File: src/rtl/jk_pkg.sv
// Shared definitions for the JK excitation driver slice.
// State encodings are exported both as plain localparam constants (used by
// the FSM register itself) and as an enum type for tools and debug views.
// Optional feature macro handled by jk_excite_enc: JK_EXCITE_TOGGLE_EN.
package jk_pkg;

    // Width of the driver state register.
    localparam int STATE_W = 3;

    // Raw state encodings kept as constants so legacy code can compare
    // against them without depending on the enum type.
    localparam logic [STATE_W-1:0] ST_IDLE   = 3'd0;
    localparam logic [STATE_W-1:0] ST_DRIVE  = 3'd1;
    localparam logic [STATE_W-1:0] ST_SETTLE = 3'd2;
    localparam logic [STATE_W-1:0] ST_CHECK  = 3'd3;
    localparam logic [STATE_W-1:0] ST_ERROR  = 3'd4;

    // Enum view of the same encodings.
    typedef enum logic [STATE_W-1:0] {
        JK_IDLE   = ST_IDLE,
        JK_DRIVE  = ST_DRIVE,
        JK_SETTLE = ST_SETTLE,
        JK_CHECK  = ST_CHECK,
        JK_ERROR  = ST_ERROR
    } jk_state_e;

    // Width of a retry counter able to hold 0..max_retry, never below one bit.
    function automatic int retry_cnt_width(input int max_retry);
        int w;
        w = $clog2(max_retry + 1);
        if (w < 1) begin
            w = 1;
        end
        return w;
    endfunction

    // True for states in which the driver owns the JK bank.
    function automatic logic state_is_busy(input logic [STATE_W-1:0] st);
        return (st == ST_DRIVE) || (st == ST_SETTLE) || (st == ST_CHECK);
    endfunction

endpackage

File: src/rtl/jk_excite_enc.sv
// Per-bit JK excitation encoder (purely combinational).
// Given the wanted value t and the present flip-flop value q it produces the
// J/K pair that moves each bit from q to t.
// Default build uses set/reset encoding with don't-cares resolved to 0:
//   j = t & ~q, k = ~t & q  (bits already correct get J=K=0, a hold).
// With JK_EXCITE_TOGGLE_EN defined every differing bit is toggled instead:
//   j = k = t ^ q.
module jk_excite_enc
    import jk_pkg::*;
#(
    parameter int WIDTH = 8
) (
    input  logic [WIDTH-1:0] t,
    input  logic [WIDTH-1:0] q,
    output logic [WIDTH-1:0] j,
    output logic [WIDTH-1:0] k
);

    // Select the excitation style at build time.
    always_comb begin
        j = '0;
        k = '0;
`ifdef JK_EXCITE_TOGGLE_EN
        j = t ^ q;
        k = t ^ q;
`else
        j = t & ~q;
        k = ~t & q;
`endif
    end

endmodule

File: src/rtl/jk_excite_driver.sv
// JK excitation driver: loads a target word into an external bank of
// enable-gated JK flip-flops, verifies it through the q_fb feedback and
// retries up to MAX_RETRY extra times before raising a sticky error.
// Sequence per attempt: DRIVE (en_out for one cycle) -> SETTLE (bank output
// propagates) -> CHECK (compare). done and err are registered, so done
// appears 3 cycles after the accept edge and each retry adds 3 cycles.
// Optional feature macro: JK_EXCITE_TOGGLE_EN (toggle excitation encoding,
// selected inside jk_excite_enc).
module jk_excite_driver
    import jk_pkg::*;
#(
    parameter int WIDTH     = 8,
    parameter int MAX_RETRY = 2
) (
    input  logic             clk,
    input  logic             reset_sync,
    input  logic [WIDTH-1:0] target_data,
    input  logic             target_valid,
    output logic             target_ready,
    input  logic [WIDTH-1:0] q_fb,
    output logic [WIDTH-1:0] j_out,
    output logic [WIDTH-1:0] k_out,
    output logic             en_out,
    output logic             done,
    output logic             err,
    input  logic             err_clr
);

    localparam int RETRY_W = retry_cnt_width(MAX_RETRY);
    localparam logic [RETRY_W-1:0] RETRY_LIMIT = RETRY_W'(MAX_RETRY);

    logic [STATE_W-1:0] state;
    logic [STATE_W-1:0] state_nxt;
    logic [WIDTH-1:0]   target_q;
    logic [RETRY_W-1:0] retry_cnt;
    logic [WIDTH-1:0]   enc_j;
    logic [WIDTH-1:0]   enc_k;
    logic               accept;
    logic               match;
    logic               retry_avail;
    logic               drive_active;

    assign accept       = (state == ST_IDLE) && target_valid;
    assign match        = (q_fb == target_q);
    assign retry_avail  = (retry_cnt < RETRY_LIMIT);
    assign drive_active = (state == ST_DRIVE);

    jk_excite_enc #(
        .WIDTH (WIDTH)
    ) u_enc (
        .t (target_q),
        .q (q_fb),
        .j (enc_j),
        .k (enc_k)
    );

    // Next-state decision for the load/settle/check sequence.
    always_comb begin
        state_nxt = state;
        case (state)
            ST_IDLE: begin
                if (target_valid) begin
                    state_nxt = ST_DRIVE;
                end
            end
            ST_DRIVE: begin
                state_nxt = ST_SETTLE;
            end
            ST_SETTLE: begin
                state_nxt = ST_CHECK;
            end
            ST_CHECK: begin
                if (match) begin
                    state_nxt = ST_IDLE;
                end else if (retry_avail) begin
                    state_nxt = ST_DRIVE;
                end else begin
                    state_nxt = ST_ERROR;
                end
            end
            ST_ERROR: begin
                if (err_clr) begin
                    state_nxt = ST_IDLE;
                end
            end
            default: begin
                state_nxt = ST_IDLE;
            end
        endcase
    end

    // State register; reset always wins, discarding any in-flight target.
    always_ff @(posedge clk) begin
        if (reset_sync) begin
            state <= ST_IDLE;
        end else begin
            state <= state_nxt;
        end
    end

    // Latch the target on accept and count retries; the counter only
    // advances while below its limit, so it cannot wrap.
    always_ff @(posedge clk) begin
        if (reset_sync) begin
            target_q  <= '0;
            retry_cnt <= '0;
        end else if (accept) begin
            target_q  <= target_data;
            retry_cnt <= '0;
        end else if ((state == ST_CHECK) && !match && retry_avail) begin
            retry_cnt <= retry_cnt + 1'b1;
        end
    end

    // Registered completion pulse and sticky error flag.
    always_ff @(posedge clk) begin
        if (reset_sync) begin
            done <= 1'b0;
            err  <= 1'b0;
        end else begin
            done <= (state == ST_CHECK) && match;
            if ((state == ST_ERROR) && err_clr) begin
                err <= 1'b0;
            end else if ((state == ST_CHECK) && !match && !retry_avail) begin
                err <= 1'b1;
            end
        end
    end

    // Bank-facing outputs are live only in DRIVE and forced low elsewhere.
    always_comb begin
        target_ready = (state == ST_IDLE);
        en_out       = drive_active;
        j_out        = '0;
        k_out        = '0;
        if (drive_active) begin
            j_out = enc_j;
            k_out = enc_k;
        end
    end

endmodule
File: config.mk
export PLATFORM = sky130hd
export DESIGN_NAME = jk_excite_driver
export DESIGN_NICKNAME = d
export VERILOG_FILES = /design/src/rtl/jk_pkg.sv /design/src/rtl/jk_excite_enc.sv /design/src/rtl/jk_excite_driver.sv
export SDC_FILE = /design/constraint.sdc
export NUM_CORES = 1
export LEC_CHECK = 0
export CAP_MARGIN = 20
export CORE_UTILIZATION = 45
export DETAILED_ROUTE_END_ITERATION = 6
export GPL_ROUTABILITY_DRIVEN = 0
export PLACE_DENSITY = 0.87
export SLEW_MARGIN = 20
export SYNTH_ARGS = -nofsm -noshare
export SYNTH_HDL_FRONTEND = slang
export SYNTH_HIERARCHICAL = 1
export SYNTH_SLANG_ARGS = --single-unit
File: constraint.sdc
create_clock -name clk -period 2.8 [get_ports clk]
set_clock_uncertainty 0.05 [all_clocks]
set_input_delay 0.7 -clock clk [delete_from_list [all_inputs] [get_ports clk]]
set_output_delay 0.7 -clock clk [all_outputs]
set_load 0.01 [all_outputs]
==> impl_metrics.ini <==
[run_status]
outcome = completed

[min_path]
min-delay-start = err$_SDFFE_PP0P_
hold_path.class = reg2reg

[timing]
max-slew-margin-rel = 0.609
drv_slew = 0
period_needed_ns = 2.75
setup_viol = 0
clock.fmax_mhz = 364
hold_violations = 0
post-route-period-util = 0.982
worstMarginPinSlew_ns = 0.584
finalWorstSetupSlack_ns = 0.0502

[clock_tree]
cts_sinks = 15
clk_pin_slew_ns = 0.09
postCtsHoldBufs = 0
cts_tree = done
clockBufferDepth = 2
insertion_delay_ns = 0.28
cts-htree-levels = 1
cts_root_buffer = clkbuf_4
cts_buffers = 3

[synth]
syn_area_per_cell_um2 = 8.28
synth_flop_cell = dfxtp_1
synth_area_leaders = dfxtp_1 (31%), and2b_2 (15%), and2_1 (10%)
synth_fp_nets = 136
synth_edf_count = 0
ys_ff_latch = 15
synth_top_cell_by_area = dfxtp_1
synthesis.area_um2 = 961
yosysWarnings = 6
yosysSeqAreaShare = 0.313
async_flop_share = 0
synth_top_cell_area_share = 0.313
synth_cells = 116
ys_types = 25

[routing]
drc_errors = 0
routed_wl_um = 2190
drtIter0Drc = 3
dr_total_vias = 900
post_drt_wl_per_cell_um = 12.0
viasPerCell = 4.95
final_antenna_net_count = 0
first_pass_iters = 2

[global_route]
grt_pass1_vias = 699
antenna_found_initial = 0
overflow = 0
grt_usage = 0.188
grt_pass1_wl_um = 3030
grt_max_degree = 18

[pwr]
leakagePower_nw = 0.783
ir_drop_mv = 0.393
fin_total_pwr_uw = 551
power_density_nw_per_um2 = 385

[final_layout]
synthToLayoutAreaGrowth_pct = 48.8
n_antenna_cell = 0
final_area_um2 = 1430
multiInputGateArea_um2 = 629
drive_gt1_frac = 0.187
seqCellArea_um2 = 302
nets = 176
fillCellCount = 147

[floorplan]
initial_core_util = 0.485
dieArea_um2 = 2320
die_h_um = 48.2
rows = 16
core_um2 = 1980
die_w_um = 48.2
ios = 40

[place]
pre_cts_ws_ns = 0.00917
io_buffers = 39
dp_hpwl_um = 1550
place_area_um2 = 1370

[setup_path]
startpoint = q_fb[1]
worstSetupStartpointType = input pin
path_class = in2out
critPathMaxFanout = 3
arrival_ns = 2.00
reg2reg_from = state[1]$_SDFFE_PP0P_
cp-end-kind = primary output
worstPathRequired_ns = 2.05

[flow_run]
maxCapViolCount = 0
-- kinds of logic after synthesis --
kind of cell,after synthesis,synth area share
and+or+nand+nor,68,0.456
DFF,15,0.313
AOI/OAI and AO/OA,16,0.107
muxes,1,0.0104
xor gates and xnor gates,9,0.0820
buffers and inverters,7,0.0326
-- final timing paths --
path              cells after the start  slack [ns]                   endpoint
setup / recovery                      4        0.05                   k_out[1]
setup reg to reg                      3        1.21  retry_cnt[0]$_SDFFE_PP0P_
hold reg to reg                       2        0.41           err$_SDFFE_PP0P_
hold / removal                        2        0.41           err$_SDFFE_PP0P_
-- registers in the layout, indices dropped and copies added (netlist names) --
register and flops:
retry_cnt 2, target_q 8, state 3, err 1, done 1
-- per-layer routing --
| layer | routed length, µm | vias up | track usage |
|---|---|---|---|
| met2 | 1070 | 32 | 0.309 |
| li1 | - | 460 | - |
| met5 | 0 | - | 0 |
| met4 | 25 | 0 | 0.0778 |
| met3 | 123 | 4 | 0.0481 |
| met1 | 968 | 404 | 0.234 |
-- per-stage QoR --
| stage | setup TNS [ns] | util | hold WS (ns) | std cells |
|---|---|---|---|---|
| global route | -0.00984 | 0.722 | 0.444 | 182 |
| floorplan | 0 | - | 0.394 | 116 |
| finish | 0 | 0.722 | 0.409 | 182 |
| CTS | 0 | 0.705 | 0.412 | 182 |
| global placement | 0 | 0.691 | 0.384 | 178 |
| detailed placement | 0 | 0.691 | 0.395 | 178 |
-- cell type report --
type                    count  area share
well taps                  27      0.0236
clock buffers               3      0.0157
repair buffers             40       0.301
clock inverters             1     0.00350
multi-input cells          94       0.440
inverters                   2     0.00525
flip-flops and latches     15       0.211
-- cells in the final DEF (no fill, tap or decap), types with 3 or more instances in the layout --
cell type	count
clkdlybuf4s50_1	26
nand2_1	20
and2_1	16
and2b_2	16
dfxtp_1	14
dlymetal6s2s_1	13
a21oi_1	11
xor2_1	8
nor3_1	4
clkbuf_4	3
-- cell usage after synthesis (2+ instances only) --
library cell and count:
nand2_1 20, nand3_1 2, nor2_1 2, inv_1 2, and2b_2 16, a21oi_1 11
xor2_1 8, dfxtp_1 15, and2_1 16, nor3_1 4, o21a_1 2, buf_2 4
nor4_2 2
-- critical path, cell delays in order --
cell             delay [ns]
clkdlybuf4s50_1        0.52
and2b_2                0.15
and2_1                 0.11
clkdlybuf4s50_1        0.53
-- power breakdown --
group	total, mW	internal (mW)	leakage (nW)	switching, mW
clock network	0.122	0.0530	0.0177	0.0688
logic	0.177	0.101	0.643	0.0760
registers	0.252	0.229	0.123	0.0230
-- what timing repair did --
action,4_1_cts,5_1_grt
buffers inserted,0,0
endpoints found under the setup margin,0,16
gates resized for setup,0,14
No activity file was read; power rests on OpenSTA's default activity.
